File: config.mk
export PLATFORM = sky130hd
export DESIGN_NAME = ysyx_ifu_icache
export DESIGN_NICKNAME = d
export VERILOG_FILES = /design/src/rtl/ysyx_ifu_icache_pkg.sv /design/src/rtl/ysyx_icache_array.sv /design/src/rtl/ysyx_ifu_icache.sv
export SDC_FILE = /design/constraint.sdc
export NUM_CORES = 2
export LEC_CHECK = 0
export BUFFER_PORTS_ARGS = -buffer_cell sky130_fd_sc_hd__buf_2
export CAP_MARGIN = 10
export CORE_MARGIN = 2
export CORE_UTILIZATION = 60
export CTS_BUF_LIST = sky130_fd_sc_hd__clkbuf_16
export CTS_CLUSTER_DIAMETER = 200
export DETAILED_ROUTE_END_ITERATION = 7
export PLACE_DENSITY_LB_ADDON = 0.1
export SYNTH_ARGS = -nofsm -noshare
export SYNTH_HDL_FRONTEND = slang
export SYNTH_SLANG_ARGS = --single-unit
File: constraint.sdc
create_clock -name clk -period 10.9 [get_ports clk]
set_input_delay 1.09 -clock clk [delete_from_list [all_inputs] [get_ports clk]]
set_output_delay 1.09 -clock clk [all_outputs]
set_load 0.03 [all_outputs]
File: src/rtl/ysyx_ifu_icache_pkg.sv
`default_nettype none
// ============================================================================
// Module      : ysyx_ifu_icache_pkg
// Description : Shared definitions for the IFU instruction cache: FSM state
//               encoding and the derived tag-width helper.
// Revision    : 1.0 - initial release
// ============================================================================
package ysyx_ifu_icache_pkg;

   // Fetch FSM states, explicit 3-bit encoding.
   typedef enum logic [2:0] {
      ST_IDLE    = 3'd0,
      ST_LOOKUP  = 3'd1,
      ST_MISS_AR = 3'd2,
      ST_MISS_R  = 3'd3,
      ST_RESP    = 3'd4
   } icache_state_t;

   // Tag width left over after index, word offset and the 2 byte-offset bits.
   function automatic int calc_tag_w(input int addr_w, input int idx_w, input int off_w);
      return addr_w - idx_w - off_w - 2;
   endfunction

endpackage
`default_nettype wire

File: src/rtl/ysyx_icache_array.sv
`default_nettype none
// ============================================================================
// Module      : ysyx_icache_array
// Description : Direct-mapped line storage: valid bits, tag RAM and data RAM.
//               Combinational read, synchronous write, flush-all of valid bits.
// Ports       : clk, rst          - clock, sync active-high reset (valid only)
//               flush             - clear every valid bit at the next edge
//               rd_idx/rd_off     - read address; rd_valid/rd_tag/rd_data out
//               data_we, wr_idx, wr_off, wr_data - data word write
//               tag_we, wr_tag, set_valid        - tag write, optional valid set
// Revision    : 1.0 - initial release
// ============================================================================
module ysyx_icache_array #(
   parameter int IDX_W  = 4,
   parameter int OFF_W  = 2,
   parameter int DATA_W = 32,
   parameter int TAG_W  = 24
) (
   input  logic              clk,
   input  logic              rst,
   input  logic              flush,
   input  logic [IDX_W-1:0]  rd_idx,
   input  logic [OFF_W-1:0]  rd_off,
   output logic              rd_valid,
   output logic [TAG_W-1:0]  rd_tag,
   output logic [DATA_W-1:0] rd_data,
   input  logic              data_we,
   input  logic [IDX_W-1:0]  wr_idx,
   input  logic [OFF_W-1:0]  wr_off,
   input  logic [DATA_W-1:0] wr_data,
   input  logic              tag_we,
   input  logic [TAG_W-1:0]  wr_tag,
   input  logic              set_valid
);

   localparam int c_LINES = 1 << IDX_W;
   localparam int c_WORDS = (1 << IDX_W) * (1 << OFF_W);

   logic [c_LINES-1:0] r_valid;
   logic [TAG_W-1:0]   r_tag  [c_LINES];
   // Data RAM flattened so that {idx, off} is the word address.
   logic [DATA_W-1:0]  r_data [c_WORDS];

   assign rd_valid = r_valid[rd_idx];
   assign rd_tag   = r_tag[rd_idx];
   assign rd_data  = r_data[{rd_idx, rd_off}];

   // Valid bits are the only reset state; a flush overrides a same-edge set.
   always_ff @(posedge clk) begin
      if (rst || flush) begin
         r_valid <= '0;
      end else if (tag_we && set_valid) begin
         r_valid[wr_idx] <= 1'b1;
      end
   end

   // Tag and data contents are deliberately left unreset.
   always_ff @(posedge clk) begin
      if (tag_we) begin
         r_tag[wr_idx] <= wr_tag;
      end
      if (data_we) begin
         r_data[{wr_idx, wr_off}] <= wr_data;
      end
   end

endmodule
`default_nettype wire

File: src/rtl/ysyx_ifu_icache.sv
`default_nettype none
// ============================================================================
// Module      : ysyx_ifu_icache
// Description : Instruction fetch unit with a direct-mapped, multi-word-line
//               L1 I-cache. Misses refill the whole line word by word from
//               word 0 over an AR/R bus. fence.i flush invalidates all lines.
// Ports       : clk, rst (sync, active-high)
//               prev_valid/ready_o/pc        - fetch request in
//               valid_o/next_ready/inst_o/pc_o - instruction out
//               flush_i                      - fence.i, invalidates all lines
//               araddr_o/arvalid_o/arready_i - refill address channel
//               rdata_i/rvalid_i             - refill data channel
//               hit_cnt_o/miss_cnt_o         - only with YSYX_ICACHE_PERF_EN
// Config      : `define YSYX_ICACHE_PERF_EN adds 32-bit hit/miss counters.
// Revision    : 1.0 - initial release
// ============================================================================
module ysyx_ifu_icache
   import ysyx_ifu_icache_pkg::*;
#(
   parameter int ADDR_W = 32,
   parameter int DATA_W = 32,
   parameter int IDX_W  = 4,
   parameter int OFF_W  = 2
) (
   input  logic              clk,
   input  logic              rst,
   input  logic              prev_valid,
   output logic              ready_o,
   input  logic [ADDR_W-1:0] pc,
   input  logic              flush_i,
   output logic              valid_o,
   input  logic              next_ready,
   output logic [DATA_W-1:0] inst_o,
   output logic [ADDR_W-1:0] pc_o,
   output logic [ADDR_W-1:0] araddr_o,
   output logic              arvalid_o,
   input  logic              arready_i,
   input  logic [DATA_W-1:0] rdata_i,
   input  logic              rvalid_i
`ifdef YSYX_ICACHE_PERF_EN
   ,
   output logic [31:0]       hit_cnt_o,
   output logic [31:0]       miss_cnt_o
`endif
);

   localparam int TAG_W = calc_tag_w(ADDR_W, IDX_W, OFF_W);

   icache_state_t     r_state;
   logic [ADDR_W-1:0] r_req_pc;
   logic [OFF_W-1:0]  r_cnt;
   logic              r_flush_seen;
   logic [DATA_W-1:0] r_inst;
   logic              r_valid;
   logic              r_arvalid;
   logic [ADDR_W-1:0] r_araddr;

   logic [TAG_W-1:0]  w_tag;
   logic [IDX_W-1:0]  w_idx;
   logic [OFF_W-1:0]  w_off;
   logic [OFF_W-1:0]  w_cnt_next;
   logic              w_rd_valid;
   logic [TAG_W-1:0]  w_rd_tag;
   logic [DATA_W-1:0] w_rd_data;
   logic              w_hit;
   logic              w_refill_we;
   logic              w_last_word;

   // Address fields always come from the latched request.
   assign w_tag      = r_req_pc[ADDR_W-1 -: TAG_W];
   assign w_idx      = r_req_pc[IDX_W+OFF_W+1 -: IDX_W];
   assign w_off      = r_req_pc[OFF_W+1 -: OFF_W];
   assign w_cnt_next = r_cnt + 1'b1;

   assign w_hit       = w_rd_valid && (w_rd_tag == w_tag);
   assign w_refill_we = (r_state == ST_MISS_R) && rvalid_i;
   assign w_last_word = (r_cnt == {OFF_W{1'b1}});

   ysyx_icache_array #(
      .IDX_W  (IDX_W),
      .OFF_W  (OFF_W),
      .DATA_W (DATA_W),
      .TAG_W  (TAG_W)
   ) u_array (
      .clk       (clk),
      .rst       (rst),
      .flush     (flush_i),
      .rd_idx    (w_idx),
      .rd_off    (w_off),
      .rd_valid  (w_rd_valid),
      .rd_tag    (w_rd_tag),
      .rd_data   (w_rd_data),
      .data_we   (w_refill_we),
      .wr_idx    (w_idx),
      .wr_off    (r_cnt),
      .wr_data   (rdata_i),
      .tag_we    (w_refill_we && w_last_word),
      .wr_tag    (w_tag),
      // A flush anywhere in the refill window, including this very cycle,
      // leaves the freshly refilled line invalid.
      .set_valid (!(r_flush_seen || flush_i))
   );

   always_ff @(posedge clk) begin
      if (rst) begin
         r_state      <= ST_IDLE;
         r_req_pc     <= '0;
         r_cnt        <= '0;
         r_flush_seen <= 1'b0;
         r_inst       <= '0;
         r_valid      <= 1'b0;
         r_arvalid    <= 1'b0;
         r_araddr     <= '0;
      end else begin
         case (r_state)
            ST_IDLE: begin
               if (prev_valid) begin
                  r_req_pc <= pc;
                  r_state  <= ST_LOOKUP;
               end
            end
            ST_LOOKUP: begin
               if (w_hit) begin
                  r_inst  <= w_rd_data;
                  r_valid <= 1'b1;
                  r_state <= ST_RESP;
               end else begin
                  r_cnt        <= '0;
                  r_flush_seen <= 1'b0;
                  r_arvalid    <= 1'b1;
                  r_araddr     <= {w_tag, w_idx, {OFF_W{1'b0}}, 2'b00};
                  r_state      <= ST_MISS_AR;
               end
            end
            ST_MISS_AR: begin
               if (flush_i) begin
                  r_flush_seen <= 1'b1;
               end
               if (arready_i) begin
                  r_arvalid <= 1'b0;
                  r_state   <= ST_MISS_R;
               end
            end
            ST_MISS_R: begin
               if (flush_i) begin
                  r_flush_seen <= 1'b1;
               end
               if (rvalid_i) begin
                  if (r_cnt == w_off) begin
                     r_inst <= rdata_i;
                  end
                  if (w_last_word) begin
                     r_valid <= 1'b1;
                     r_state <= ST_RESP;
                  end else begin
                     r_cnt     <= w_cnt_next;
                     r_arvalid <= 1'b1;
                     r_araddr  <= {w_tag, w_idx, w_cnt_next, 2'b00};
                     r_state   <= ST_MISS_AR;
                  end
               end
            end
            ST_RESP: begin
               if (next_ready) begin
                  r_valid <= 1'b0;
                  r_state <= ST_IDLE;
               end
            end
            default: begin
               r_state <= ST_IDLE;
            end
         endcase
      end
   end

   assign ready_o   = (r_state == ST_IDLE);
   assign valid_o   = r_valid;
   assign inst_o    = r_inst;
   assign pc_o      = r_req_pc;
   assign araddr_o  = r_araddr;
   assign arvalid_o = r_arvalid;

`ifdef YSYX_ICACHE_PERF_EN
   logic [31:0] r_hit_cnt;
   logic [31:0] r_miss_cnt;

   always_ff @(posedge clk) begin
      if (rst) begin
         r_hit_cnt  <= '0;
         r_miss_cnt <= '0;
      end else if (r_state == ST_LOOKUP) begin
         if (w_hit) begin
            r_hit_cnt <= r_hit_cnt + 32'd1;
         end else begin
            r_miss_cnt <= r_miss_cnt + 32'd1;
         end
      end
   end

   assign hit_cnt_o  = r_hit_cnt;
   assign miss_cnt_o = r_miss_cnt;
`endif

endmodule
`default_nettype wire
# --- Word level (Yosys, flattened, before mapping) ---
# Memory sizes are Yosys's and may differ from the RTL's. A register that Yosys moved wholly into a read port is not among the register bits.
# Cells that the tools add are included.
word_totals:
  regBits: 120
  latch_bits: 0
  ram_bits: 2432
  mem_bits_ro: 0
  output_inout_bits: 99
  wordCells: 97
  memories: 2
mem_list:
  columns: ["memory", "depth", "word_bits", "rd", "rd_ports_with_merged_regs", "wr", "line", "text"]
  rows:
  - ["u_array.r_data", 64, 32, 1, 1, 1, "ysyx_icache_array.sv:42", "logic [DATA_W-1:0] r_data [c_WORDS];"]
  - ["u_array.r_tag", 16, 24, 1, 1, 1, "ysyx_icache_array.sv:40", "logic [TAG_W-1:0] r_tag [c_LINES];"]
op_classes:
  addsub: 1
  mul: 0
  n_div: 0
  n_lt_le_gt_ge: 2
  n_eq_ne: 17
  shifts: 0
  n_mux: 44
  bitwise: 1
  n_reduce_logical: 21
ops:
  columns: ["op", "n"]
  rows:
  - ["$mux 32", 6]
  - ["$pmux 32 s2", 2]
  - ["$eq 24x24->1", 1]
  - ["$mux 3", 6]
  - ["$mux 1", 16]
  - ["$ne 2x2->1 const B", 8]
  - ["$or 16x16->16", 1]
  - ["$pmux 3 s5", 1]
  - ["$mux 6", 2]
  - ["$reduce_and 4->1", 3]
  - ["$reduce_and 5->1", 2]
  - ["$mux 4", 2]
  - ["$eq 3x2->1 const B", 2]
  - ["$mux 2", 3]
  - ["$pmux 1 s3", 2]
  - ["$reduce_bool 3->1", 2]
  - ["$logic_and 1x1->1", 5]
  - ["$lt 4x5->1 const B", 1]
  - ["$bmux 1 s4", 1]
  - ["$demux 1 s4", 1]
  - ["$ge 4x1->1 const B", 1]
  - ["$ne 2x1->1 const B", 2]
  - ["$pmux 2 s2", 1]
  - ["$reduce_bool 2->1", 2]
  - ["12 further kinds", 13]

# --- Longest topological paths before layout ---
depth:
  depth_word: 5
  ltp_mapped: 17
  depth_no_buf: 9

# --- By module ---
# From an unflattened synthesis, not the netlist that was laid out.
hier_totals:
  hier_cells: 4337
  hier_area_um2: 98095.3
by_module_without_submodules:
  columns: ["module", "n_inst", "cells_per_inst", "area_per_inst_um2"]
  rows:
  - ["ysyx_icache_array", 1, 3799, 93104.3]
  - ["ysyx_ifu_icache", 1, 538, 4991.0]

# --- Worst setup path before layout ---
# OpenSTA, ideal clock, no wires.
synth_path:
  path_kind: "flip-flop to flip-flop"
  from: "reg with a tool-made name"
  to: "reg r_inst[18], in the netlist inst_o[18]"
  t_arrival_ps: 3515
  path_slack_ps: 7250
  path_stages_with_launch: 13
  n_path_buf: 4
  synth_period_minus_slack_ps: 3650
  cell_sequence: "dfxtp_1 buf_2 buf_1 buf_2 mux4_2 mux2i_1 xor2_1 nand4_1 a221o_1 or4_1 buf_2 and4_1 or4_1"
synth_lines:
  columns: ["item", "line", "text"]
  rows:
  - ["to (signal assigned)", "ysyx_ifu_icache.sv:124", "r_inst <= w_rd_data;"]
  - ["to (signal assigned)", "ysyx_ifu_icache.sv:150", "r_inst <= rdata_i;"]
  - ["to (decl)", "ysyx_ifu_icache.sv:53", "logic [DATA_W-1:0] r_inst;"]

==> impl_results.md <==
- Outcome: finished, final reports clean
- Most used DFF post-synth: edfxtp_1
- Root Buffer: clkbuf_16
- Final Hold Viols: 0
- Die Width: between 400 and 500 um
- Sw frac: 0.214
- Routed WL: about 240000 um
- Combinational share of power: 0.063
- Arrival time of the worst setup path: approximately 6500 ps
- DRT iter0 DRCs: 6280
- Die Ht: between 400 and 500 um
- Setup Crit Path Kind: reg2reg
- Clock Skews: approximately 37 ps
- Placer Congestion: between 0.8 and 0.9
- Hold WC Path Type: in2reg
- H-tree levels: 5
- Critical path launch point type: flop
- Crit path time final: 5810 ps
- Number of synthesized flops with an enable pin: ~2400
- Detailed-route via count: 47300
- Syn Inst Count: approximately 4300
- Post-cts sizing count: 0
- Core footprint: 0.162 mm2
- Initial Util: 0.603
- Fmax: about 170 MHz
- Required @ worst endpoint: about 12000 ps
- Syn Area/Cell: 22.7 um2
- First-pass GRT wire length: roughly 340000 um
- Die ar.: around 0.17 mm2
- Placed cells: 6561
- Final setup fails: 0
- Num CTS Buffers: about 270
- IO Port Bufs: about 170
- Number of core rows: roughly 150
- Vias/cell: between 6 and 7
- Yosys warns: 0
- Vias in the first global route: 47100
- Post-CTS Setup Inserts: 0
- Clk pwr share: 0.413
- Distinct cell type count after synthesis: 53
- Remaining global-route overflow: 0
- Core Util, Final: 0.681
- TNS Setup: 0 ps
- Final worst path period share: 0.533
- P&R area growth vs syn: 12.8%
- Max Cap Viol: 0
- Fraction of registers with async set/reset: 0
- CP max FO: between 50 and 60
- Worst-margin pin slew: roughly 1200 ps
- VDD IR-drop max: 185 uV
- Clock Sinks: 2554
- Finished layout cell area: about 0.11 mm2
- Final #Nets: around 4700
- Wirelength per Cell: between 30 and 40 um
- Post-DP Area: approximately 0.10 mm2
- Post-Layout Cell Count: around 7000
- #FFs+latches synth: approximately 2600
- Post-detail-place hpwl: 128000 um
- Initial antenna violation count: 13
- Int Pwr: between 15000 and 20000 uW
- Post-DRT Antenna Nets: 0
- Leak: 0.0342 uW
- Clk Latency, worst-skew pair: ~900 ps
- Largest net degree at the start of global routing: 140
- Slew Viols, Final: 0
- Clk slew on worst S/H paths: around 60 ps
- Hold buffers post-CTS: 0
- Unrepaired setup endpoints after global routing: no
- CTS tree: built
- Drt first pass iters: 5
- Register area share after synthesis: 0.770
- IO Pins: 170
- Hold WS: around 440 ps
- Post-Syn Area: 0.0980 mm2
- All-Layer GR Usage: 0.292
- Crit. End Element: flop
- PwrDens: 187 mW/mm2
- Sw Pwr: roughly 4400 uW
- # DRC: 0
- Seq pwr share: 0.523
- Clock Path Buffers: 4
- Layout cells sized above 1: 0.308
- Max transition margin: 0.167
-- cell type report --
cell class              count  area, um2
diodes                      3       7.51
clock buffers             288       7210
clock inverters           175        992
fillers                 10100      51800
inverters                   5       21.3
multi-input cells        1517      22100
flip-flops and latches   2554      75500
well taps                2175       2720
repair buffers            310       2030
-- stage by stage --
| stage | power [uW] | setup WS (ps) |
|---|---|---|
| floorplan | 11900 | 7250 |
| global placement | 12300 | 5280 |
| detailed placement | 12400 | 5140 |
| CTS | 20800 | 5110 |
| global route | 21300 | 4940 |
| finish | 20700 | 5090 |
-- Yosys cell counts (7+ instances only) --
master,number,area (um2)
edfxtp_1,2432,73000
mux4_2,731,16500
clkbuf_1,183,687
nand2_1,161,604
mux2i_1,149,1490
dfxtp_1,122,2440
nor2_1,110,413
a21oi_1,65,325
nor3_1,33,165
nand3_1,29,145
buf_1,27,101
buf_2,24,120
a31oi_1,20,125
nand4_1,20,125
o211ai_1,19,143
o31ai_1,19,143
mux2_2,17,191
xnor2_1,17,149
o311ai_0,14,123
xor2_1,12,105
a221oi_1,11,96.3
a22o_1,10,87.6
nor2b_1,9,56.3
o21ai_0,9,45.0
o22ai_1,9,56.3
buf_4,8,60.1
buf_6,8,90.1
nand2b_1,7,43.8
or3_1,7,43.8
-- cell families (layout without fill, tap and decap cells) --
kind of cell / after synthesis / after routing / share of synthesized area
other: 1 / 5 / 0.0000383
and+or+nand+nor: 401 / 401 / 0.0182
buffers and inverters: 255 / 778 / 0.0110
AOI/OAI and AO/OA: 186 / 186 / 0.0126
adders and majority gates: 1 / 1 / 0.000128
muxes: 898 / 898 / 0.185
DFF: 2554 / 2554 / 0.770
xor gates and xnor gates: 29 / 29 / 0.00259
-- final timing paths --
path                              startpoint           end  slack (ps)  cells past startpoint
worst max-delay path                    flop    inst_o[27]        5090                     11
worst min-delay path                  pc[26]      pc_o[26]         440                      3
worst max register to register          flop    inst_o[27]        5090                     11
worst min register to register  araddr_o[25]  araddr_o[25]         460                      2
-- state kept, by name, summed over array words and instances, names as in the netlist, 3 cells and up, named ones only --
| register | flops |
|---|---|
| u_array.r_data | 2048 |
| u_array.r_tag | 384 |
| inst_o | 32 |
| pc_o | 32 |
| araddr_o | 29 |
| u_array.r_valid | 16 |
| r_state | 3 |
-- cells in the final DEF (no fill, tap or decap), types with 9 or more instances in the layout --
| master | n |
|---|---|
| clkbuf_16 | 288 |
| a21oi_1 | 65 |
| inv_1 | 74 |
| o22ai_1 | 9 |
| mux4_2 | 731 |
| clkinv_2 | 35 |
| a22o_1 | 10 |
| buf_4 | 133 |
| a221oi_1 | 11 |
| o31ai_1 | 19 |
| nand2_1 | 160 |
| clkinv_1 | 53 |
| buf_2 | 167 |
| nor2_1 | 32 |
| bufinv_16 | 10 |
| mux2_2 | 17 |
| edfxtp_1 | 2432 |
| nor3_1 | 30 |
| nor2b_1 | 9 |
| mux2i_1 | 149 |
| o211ai_1 | 19 |
| dfxtp_1 | 116 |
| buf_12 | 10 |
| xor2_1 | 12 |
| a31oi_1 | 20 |
| nand3_1 | 29 |
| nand4_1 | 20 |
| o311ai_0 | 14 |
| xnor2_1 | 17 |
| nor2_4 | 77 |
-- layer usage --
metal / GRT usage / part of all wire
met1: 0.419 / 0.39
met2: 0.463 / 0.49
met3: 0.0630 / 0.090
met4: 0.0798 / 0.026
met5: 0 / 0.00015
-- power by group through the flow --
stage               Sequential [uW]  Clock, uW  Combinational [uW]
floorplan                     11100          0                 821
global placement              11000          0                1300
detailed placement            11100          0                1310
CTS                           10800       8680                1320
global route                  10800       9050                1390
finish                        10800       8560                1310
-- worst max-delay path, stage by stage, from the launching register on --
cell and delay, ps:
dfxtp_4 770, buf_4 970, mux4_2 430, mux2i_1 150, mux2i_1 100, xnor2_1 330
nand4_1 140, or4_1 580, or4_1 560, buf_4 290, a21oi_2 960, a21oi_1 190
Note: power is estimated with default switching activity, not from simulation.
